### src/rtl/cpu_pkg.sv
// Shared core package: opcodes, interrupt FSM encoding and vector helper.
// Imported by the interrupt sequencer and its priority encoder.
package cpu_pkg;

    localparam logic [5:0] OP_NOP    = 6'h00;
    localparam logic [5:0] OP_ALU    = 6'h01;
    localparam logic [5:0] OP_LOAD   = 6'h08;
    localparam logic [5:0] OP_STORE  = 6'h09;
    localparam logic [5:0] OP_JUMP   = 6'h10;
    localparam logic [5:0] OP_BRANCH = 6'h11;
    localparam logic [5:0] OP_RETI   = 6'h1E;

    localparam int IRQ_IDX_W = 3;

    typedef enum logic [1:0] {
        IRQ_IDLE,
        IRQ_ISSUE,
        IRQ_SERVICE,
        IRQ_RECOVER
    } irq_state_e;

    function automatic logic [15:0] irq_vec(
        input logic [15:0]          base,
        input logic [IRQ_IDX_W-1:0] idx,
        input int unsigned          shift
    );
        return base + (16'(idx) << shift);
    endfunction

endpackage

### src/rtl/irq_sequencer_if.sv
// Request/jump-control bundle between peripherals, execute stage and
// the interrupt sequencer.
interface irq_sequencer_if #(
    parameter int NUM_IRQ = 4
);

    logic [NUM_IRQ-1:0] irq_req;
    logic               mask_we;
    logic [NUM_IRQ-1:0] mask_wdata;
    logic [5:0]         op;
    logic               ex_ready;
    logic               interrupt;
    logic [15:0]        int_vector;
    logic [NUM_IRQ-1:0] irq_ack;
    logic [NUM_IRQ-1:0] pending;
    logic               in_service;

    modport master (
        input  irq_req, mask_we, mask_wdata, op, ex_ready,
        output interrupt, int_vector, irq_ack, pending, in_service
    );

    modport slave (
        output irq_req, mask_we, mask_wdata, op, ex_ready,
        input  interrupt, int_vector, irq_ack, pending, in_service
    );

endinterface

### src/rtl/irq_priority_enc.sv
// Combinational fixed-priority encoder; the lowest set index wins.
module irq_priority_enc
    import cpu_pkg::*;
#(
    parameter int NUM_IRQ = 4
) (
    input  logic [NUM_IRQ-1:0]   eligible,
    output logic                 valid,
    output logic [IRQ_IDX_W-1:0] index
);

    assign valid = |eligible;

    // Scan downwards so the lowest set bit is the last one written.
    always_comb begin
        index = '0;
        for (int i = NUM_IRQ - 1; i >= 0; i--) begin
            if (eligible[i]) begin
                index = IRQ_IDX_W'(i);
            end
        end
    end

endmodule

### src/rtl/irq_sequencer.sv
// Edge-latched, masked, fixed-priority interrupt sequencer feeding
// jump control one interrupt at a time until RETI.
module irq_sequencer #(
    parameter int          NUM_IRQ   = 4,
    parameter logic [15:0] VEC_BASE  = 16'hF000,
    parameter int          VEC_SHIFT = 2,
    parameter logic [5:0]  OP_RETI   = cpu_pkg::OP_RETI
) (
    input logic            clk,
    input logic            reset,
    irq_sequencer_if.master bus
);

    import cpu_pkg::*;

    irq_state_e           state;
    logic [NUM_IRQ-1:0]   irq_q;
    logic [NUM_IRQ-1:0]   mask;
    logic [NUM_IRQ-1:0]   pend;
    logic [NUM_IRQ-1:0]   rise;
    logic [NUM_IRQ-1:0]   clr;
    logic [NUM_IRQ-1:0]   eligible;
    logic [NUM_IRQ-1:0]   one;
    logic [IRQ_IDX_W-1:0] winner;
    logic [IRQ_IDX_W-1:0] enc_idx;
    logic                 enc_valid;
    logic                 intr;
    logic [NUM_IRQ-1:0]   ack;
    logic [15:0]          vec;
    logic                 in_svc;

    assign one      = {{(NUM_IRQ-1){1'b0}}, 1'b1};
    assign rise     = bus.irq_req & ~irq_q;
    assign eligible = pend & mask;
    assign clr      = (state == IRQ_ISSUE) ? (one << winner) : '0;

    irq_priority_enc #(
        .NUM_IRQ (NUM_IRQ)
    ) u_enc (
        .eligible (eligible),
        .valid    (enc_valid),
        .index    (enc_idx)
    );

    // A fresh edge outranks the acknowledge clear on the same bit.
    always_ff @(posedge clk or negedge reset) begin
        if (!reset) begin
            irq_q <= '0;
            pend  <= '0;
            mask  <= '0;
        end else begin
            irq_q <= bus.irq_req;
            pend  <= (pend & ~clr) | rise;
            if (bus.mask_we) begin
                mask <= bus.mask_wdata;
            end
        end
    end

    always_ff @(posedge clk or negedge reset) begin
        if (!reset) begin
            state  <= IRQ_IDLE;
            winner <= '0;
            vec    <= '0;
            intr   <= 1'b0;
            ack    <= '0;
            in_svc <= 1'b0;
        end else begin
            intr <= 1'b0;
            ack  <= '0;
            unique case (state)
                IRQ_IDLE: begin
                    if (enc_valid && bus.ex_ready) begin
                        winner <= enc_idx;
                        vec    <= irq_vec(VEC_BASE, enc_idx, VEC_SHIFT);
                        intr   <= 1'b1;
                        ack    <= one << enc_idx;
                        in_svc <= 1'b1;
                        state  <= IRQ_ISSUE;
                    end
                end
                IRQ_ISSUE: begin
                    state <= IRQ_SERVICE;
                end
                IRQ_SERVICE: begin
                    if (bus.op == OP_RETI) begin
                        state <= IRQ_RECOVER;
                    end
                end
                IRQ_RECOVER: begin
                    in_svc <= 1'b0;
                    state  <= IRQ_IDLE;
                end
            endcase
        end
    end

    assign bus.interrupt  = intr;
    assign bus.irq_ack    = ack;
    assign bus.int_vector = vec;
    assign bus.pending    = pend;
    assign bus.in_service = in_svc;

endmodule

### src/flat_wrapper.sv
// flat-port wrapper written by rule: the top's interface ports become plain ports
module irq_sequencer_flat import cpu_pkg::*;
#(
    parameter int          NUM_IRQ   = 4,
    parameter logic [15:0] VEC_BASE  = 16'hF000,
    parameter int          VEC_SHIFT = 2,
    parameter logic [5:0]  OP_RETI   = cpu_pkg::OP_RETI
)
  (clk, reset, bus_irq_req, bus_mask_we, bus_mask_wdata, bus_op, bus_ex_ready, bus_interrupt, bus_int_vector, bus_irq_ack, bus_pending, bus_in_service);
  irq_sequencer_if #(.NUM_IRQ(NUM_IRQ)) bus_i ();
  input logic clk;
  input logic reset;
  input wire logic [$bits(bus_i.irq_req)-1:0] bus_irq_req;
  input wire logic [$bits(bus_i.mask_we)-1:0] bus_mask_we;
  input wire logic [$bits(bus_i.mask_wdata)-1:0] bus_mask_wdata;
  input wire logic [$bits(bus_i.op)-1:0] bus_op;
  input wire logic [$bits(bus_i.ex_ready)-1:0] bus_ex_ready;
  output wire logic [$bits(bus_i.interrupt)-1:0] bus_interrupt;
  output wire logic [$bits(bus_i.int_vector)-1:0] bus_int_vector;
  output wire logic [$bits(bus_i.irq_ack)-1:0] bus_irq_ack;
  output wire logic [$bits(bus_i.pending)-1:0] bus_pending;
  output wire logic [$bits(bus_i.in_service)-1:0] bus_in_service;
  assign bus_i.irq_req = bus_irq_req;
  assign bus_i.mask_we = bus_mask_we;
  assign bus_i.mask_wdata = bus_mask_wdata;
  assign bus_i.op = bus_op;
  assign bus_i.ex_ready = bus_ex_ready;
  assign bus_interrupt = bus_i.interrupt;
  assign bus_int_vector = bus_i.int_vector;
  assign bus_irq_ack = bus_i.irq_ack;
  assign bus_pending = bus_i.pending;
  assign bus_in_service = bus_i.in_service;
  irq_sequencer #(.NUM_IRQ(NUM_IRQ), .VEC_BASE(VEC_BASE), .VEC_SHIFT(VEC_SHIFT), .OP_RETI(OP_RETI)) u_core (.clk(clk), .reset(reset), .bus(bus_i));
endmodule
### config.mk
export PLATFORM = sky130hd
export DESIGN_NAME = irq_sequencer_flat
export DESIGN_NICKNAME = d
export VERILOG_FILES = /design/src/rtl/cpu_pkg.sv /design/src/rtl/irq_sequencer_if.sv /design/src/rtl/irq_priority_enc.sv /design/src/rtl/irq_sequencer.sv /design/src/flat_wrapper.sv
export SDC_FILE = /design/constraint.sdc
export NUM_CORES = 1
export LEC_CHECK = 0
export CAP_MARGIN = 25
export CELL_PAD_IN_SITES_DETAIL_PLACEMENT = 1
export CELL_PAD_IN_SITES_GLOBAL_PLACEMENT = 2
export CORE_MARGIN = 10
export CORE_UTILIZATION = 25
export CTS_CLUSTER_SIZE = 30
export DETAILED_ROUTE_END_ITERATION = 8
export GPL_TIMING_DRIVEN = 0
export PLACE_DENSITY = 0.84
export SYNTH_ARGS = -nofsm -noshare
export SYNTH_HDL_FRONTEND = slang
export SYNTH_SLANG_ARGS = --single-unit
### constraint.sdc
create_clock -name clk -period 1.8 [get_ports clk]
set_input_delay 0.18 -clock clk [delete_from_list [all_inputs] [get_ports clk]]
set_output_delay 0.18 -clock clk [all_outputs]
set_load 0.1 [all_outputs]
## Word-level counts from Yosys, hierarchy flattened

Cells that the tools add are included.

- $add $sub $neg: 1
- Equality and inequality tests: 6
- Shifts and indexed selects: 2
- Mux-type cells: 14
- Bitwise gates (word level): 6
- Reductions and logical operators: 7

Operator list:

| operator | number |
|---|---|
| $add 13x6->14 const A | 1 |
| $and 4x4->4 | 3 |
| $mux 4 | 3 |
| $mux 3 | 3 |
| $not 4->4 | 2 |
| $pmux 2 s4 | 1 |
| $shl 1x3->4 const A | 2 |
| $eq 6x5->1 const B | 1 |
| $mux 2 | 3 |
| $reduce_and 2->1 | 3 |
| $eq 2x2->1 const B | 2 |
| $ne 2x1->1 const B | 2 |
| $or 4x4->4 | 1 |
| $reduce_or 4->1 | 1 |
| $mux 1 | 3 |
| $eq 2x1->1 const B | 1 |
| $logic_not 2->1 | 1 |
| $pmux 1 s2 | 1 |
| $reduce_bool 2->1 | 1 |
| $logic_and 1x1->1 | 1 |

- Register bits: 39
- Word-level logic and storage cells: 45

## Depth between registers and ports, before layout

- Depth in word-level cells: 8
- Gate-level depth with buffers: 5

## Hierarchy

A second synthesis with hierarchy kept.

- Cell total of the unflattened synthesis: 98
- Area, all modules: 1,129.8 um^2

Modules (own cells, without submodules):

| module | times used | cells each | area each (um^2) | sequential area each (um^2) |
|---|---|---|---|---|
| irq_sequencer | 1 | 89 | 1,083.5 | 600.6 |
| irq_priority_enc | 1 | 9 | 46.3 | 0.0 |

## Worst setup path after synthesis

Ideal clock, no wire load.

- Kind: reg-to-reg
- Start point: register u_core.pend[3], in the netlist u_core.bus.pending[3]
- End point: register u_core.state[1]
- Setup time: 0.125 ns
- Arrival time: 2.003 ns
- Required time: 1.675 ns
- Slack: -0.328 ns
- Cell stages (with the launch flop): 5
- Path through: dfrtp_1 a22oi_1 nor3b_2 a221o_1 mux2_4

- Longest elaborated chain between the ends: 5

RTL lines:

| element | line | source |
|---|---|---|
| start: declaration | irq_sequencer.sv:19 | `logic [NUM_IRQ-1:0] pend;` |
| start signal: assignment | irq_sequencer.sv:53 | `pend <= (pend & ~clr) \| rise;` |
| $and 4x4->4 | irq_sequencer.sv:34 | `assign eligible = pend & mask;` |
| $reduce_or 4->1 | irq_priority_enc.sv:12 | `assign valid = \|eligible;` |
| $logic_and 1x1->1 | irq_sequencer.sv:73 | `if (enc_valid && bus.ex_ready) begin` |
| $ne 2x1->1 (no source line) | - |  |
| $reduce_and 2->1 (no source line) | - |  |
| end signal: assignment | irq_sequencer.sv:79 | `state <= IRQ_ISSUE;` |
| end signal: assignment | irq_sequencer.sv:83 | `state <= IRQ_SERVICE;` |
| end signal: assignment | irq_sequencer.sv:87 | `state <= IRQ_RECOVER;` |
| end: declaration | irq_sequencer.sv:16 | `irq_state_e state;` |

No other way between the ends.
A chain may end at the register's enable or synchronous reset.

## Worst setup path in the final report

- Start point: register u_core.pend[3], in the netlist u_core.bus.pending[3]
- End point: output bus_pending[3]

RTL lines:

| element | line | source |
|---|---|---|
| end: declaration | flat_wrapper.sv:21 | `output wire logic [$bits(bus_i.pending)-1:0] bus_pending;` |

No word-level cell between the ends.

==> run_results.csv <==
group,metric,value,unit
critical_path,path_class,"register to output pin",
place,dp_hpwl,2339,µm
yosys,async_flop_share,1.000,
drt,route.detailed.drc,0,
die,die_w,84.76,µm
timing,hold_viol_final,0,
critical_path,cp_num_buf_inv,1,
worst_hold_path,hold_class,"primary input to asynchronous set/reset pin",
critical_path,endpoint,"bus_pending[3]",
global_route,grt_pass1_vias,913,
yosys,synth_edf_count,0,
drt,drtAntennaViolNets,0,
critical_path,crit_family,"buffers and inverters",
critical_path,max_stage_delay,0.87,ns
yosys,netlist_area,1049,µm²
drt,drt-initial-drc-count,31,
die,fp.coreArea,4029,µm²
timing,rsz0062_at_grt,"false",
critical_path,arrival,1.58,ns
drt,drt_first_pass_iters,4,
critical_path,cpMaxStageDelayCell,"dlygate4sd2_1",
global_route,grt.overflow.total,0,
drt,met1_length,1089,µm
finish,final_common_cell,"dfrtp_1",
yosys,ys_types,23,
finish,fill_cells,460,
critical_path,required,1.62,ns
finish,final_area,1563,µm²
drt,wl_met2,1494,µm
place,gp_congestion,0.7525,
power_and_ir_drop,swShare,0.5222,
global_route,grt_pass1_wl,4581,µm
yosys,yosysWarnings,0,
critical_path,reg2reg_slack,0.07,ns
place,placed_area,1483,µm²
yosys,avgSynthCellArea,11.27,µm²
global_route,antenna_found_initial,0,
critical_path,cp_cell_sequence,"dlygate4sd2_1",
clocking,cts_root_buffer,"clkbuf_8",
power_and_ir_drop,powerDensity,1522,nW/µm²
clocking,clkTransAtPathRegs,0.08,ns
clocking,cts_tree,"done",
critical_path,critPathLaunchType,"register",
power_and_ir_drop,p_int,1.136,mW
critical_path,cp.depth,1,
die,die_height,84.76,µm
power_and_ir_drop,ir_drop,0.5635,mV
finish,fin_cells,191,
power_and_ir_drop,clkPwrFrac,0.133,
clocking,h-tree-depth,1,
clocking,cts.sinks,23,
timing,max_freq,0.5688,GHz
yosys,synth_flop_cell,"dfrtp_1",
critical_path,r2r-end,"u_core.state[1]",
clocking,hold_buffers,0,
die,pin_count,44,
timing,min_period,1.758,ns
critical_path,r2r.worst_path.cells,5,
timing,clock_skew,0.002901,ns
power_and_ir_drop,p_seq_frac,0.310,
timing,worstMarginPinSlew,1.001,ns
place,portBuffers,33,
finish,drive_gt1_frac,0.2411,
drt,vias,791,
yosys,seq_area_frac_synth,0.5489,
place,dpl_worst_slack,-0.06086,ns
critical_path,startpoint,"u_core.bus.pending[3]",
drt,drt-total-wl,2827,µm
finish,syn_to_final_growth,49.05,%
clocking,cts_buffer_depth,2,
power_and_ir_drop,power_frac_comb,0.557,
global_route,grt_max_degree,24,
drt,vias_per_cell,4.141,
global_route,track_usage,0.07709,
critical_path,reg2reg_from,"u_core.state[1]",
die,rows,23,
outcome,outcome,"completed",
timing,setup_viol_count_final,0,
finish,n_antenna_cell,0,
critical_path,worstSetupEndpointType,"output pin",
drt,routed-wl-met3,204,µm
yosys,synth_cells,93,
die,initial_utilization,0.2602,
timing,slew_headroom,0.3354,
clocking,clk_latency,0.26,ns
drt,avgRoutedWirePerCell,14.80,µm
timing,slew_violations,0,
clocking,cts_buffers,3,
finish,layout_common_cells,"dfrtp_1 (19), clkdlybuf4s50_1 (17), buf_4 (15)",
power_and_ir_drop,p_leak,0.7441,nW
yosys,ys_ff_latch,23,
finish,nets,165,
timing,finalWorstSetupSlack,0.04186,ns
timing,period_share,0.9767,
critical_path,path_max_fanout,4,
die,die_area,7184,µm²
drt,top_layer,"met4",
power_and_ir_drop,p_sw,1.242,mW
run,maxCapViolations,0,
finish,final_util,0.3879,
place,dp_cells,185,
[through the flow]
stage | power (mW) | setup TNS, ns | hold WS [ns]
global route | 2.500 | 0 | 0.1914
floorplan | 1.752 | 0 | -0.1156
global placement | 2.058 | -0.03516 | 0.4000
detailed placement | 2.114 | -0.1623 | 0.4155
CTS | 2.370 | 0 | 0.3805
finish | 2.378 | 0 | 0.1847
[layer usage]
| metal | track usage | vias to the layer above |
|---|---|---|
| met1 | 0.08357 | 380 |
| met2 | 0.1332 | 26 |
| met5 | 0 | - |
| met3 | 0.02415 | 2 |
| li1 | - | 383 |
| met4 | 0.03593 | 0 |
[cells in the mapped netlist (all sizes together) (2+ instances only)]
cell type,instances,area (µm²)
inv,8,30.03
nand2b,2,12.51
mux2,5,60.05
buf,13,97.59
dfrtp,23,575.6
nor2,5,18.77
o21ai,12,60.06
nand2,5,18.77
and2,2,12.51
ha,5,62.56
a22oi,2,15.01
[power by group through the flow]
| stage | Clock, mW | Sequential [mW] | Combinational [mW] |
|---|---|---|---|
| final | 0.317 | 0.736 | 1.32 |
| after global routing | 0.351 | 0.754 | 1.40 |
| after CTS | 0.323 | 0.735 | 1.31 |
| after detailed placement | 0 | 0.746 | 1.37 |
| after global placement | 0 | 0.734 | 1.32 |
| after floorplan | 0 | 1.28 | 0.474 |
[worst register-to-register path, stage by stage, from the launching register on]
cell and delay [ns]:
dfrtp_1 0.43, inv_1 0.11, ha_1 0.23, a22o_1 0.22, a221o_1 0.31, mux2_4 0.31
[layout make-up]
class | instances | area (µm²) | share of cell area
repair buffers | 35 | 350.3 | 0.2242
flip-flops and latches | 23 | 583.1 | 0.3731
plain buffers | 13 | 97.59 | 0.06245
clock buffers | 4 | 45.04 | 0.02882
well taps | 50 | 62.56 | 0.04003
inverters | 8 | 30.03 | 0.01922
multi-input cells | 58 | 394.1 | 0.2522
[state kept, by name, indices dropped and copies added (netlist names)]
name                   count
u_core.bus.irq_ack         4
u_core.bus.pending         4
u_core.irq_q               4
u_core.mask                4
u_core.bus.int_vector      2
u_core.state               2
u_core.bus.in_service      1
u_core.bus.interrupt       1
u_core.winner              1
[worst min-delay path by stage]
stage / from / endpoint / slack [ns]
final: reset / u_core.bus.irq_ack[3] / 0.18
after floorplan: reset / u_core.bus.in_service / -0.12
after global routing: reset / u_core.bus.irq_ack[0] / 0.19
after CTS: bus_irq_req[2] / u_core.irq_q[2] / 0.38
after detailed placement: u_core.irq_q[1] / u_core.bus.pending[1] / 0.42
after global placement: u_core.irq_q[0] / u_core.bus.pending[0] / 0.40
[logic make-up (layout without fill, tap and decap cells)]
| group | Yosys count | in the layout | share of synthesized area |
|---|---|---|---|
| multiplexers | 5 | 5 | 0.05727 |
| flip-flops | 23 | 23 | 0.5489 |
| AO/OA/AOI/OAI | 19 | 19 | 0.1098 |
| buffers and inverters | 21 | 60 | 0.1217 |
| adder cells (fa/ha/maj) | 5 | 5 | 0.05967 |
| AND/OR/NAND/NOR | 19 | 19 | 0.09906 |
| other | 1 | 10 | 0.003577 |
[repair_timing]
item	in CTS	in global routing
setup buffers	0	1
resized for setup	21	4
gates cloned	0	0
endpoints found under the setup margin	16	4
No activity file was read; power rests on OpenSTA's default activity.
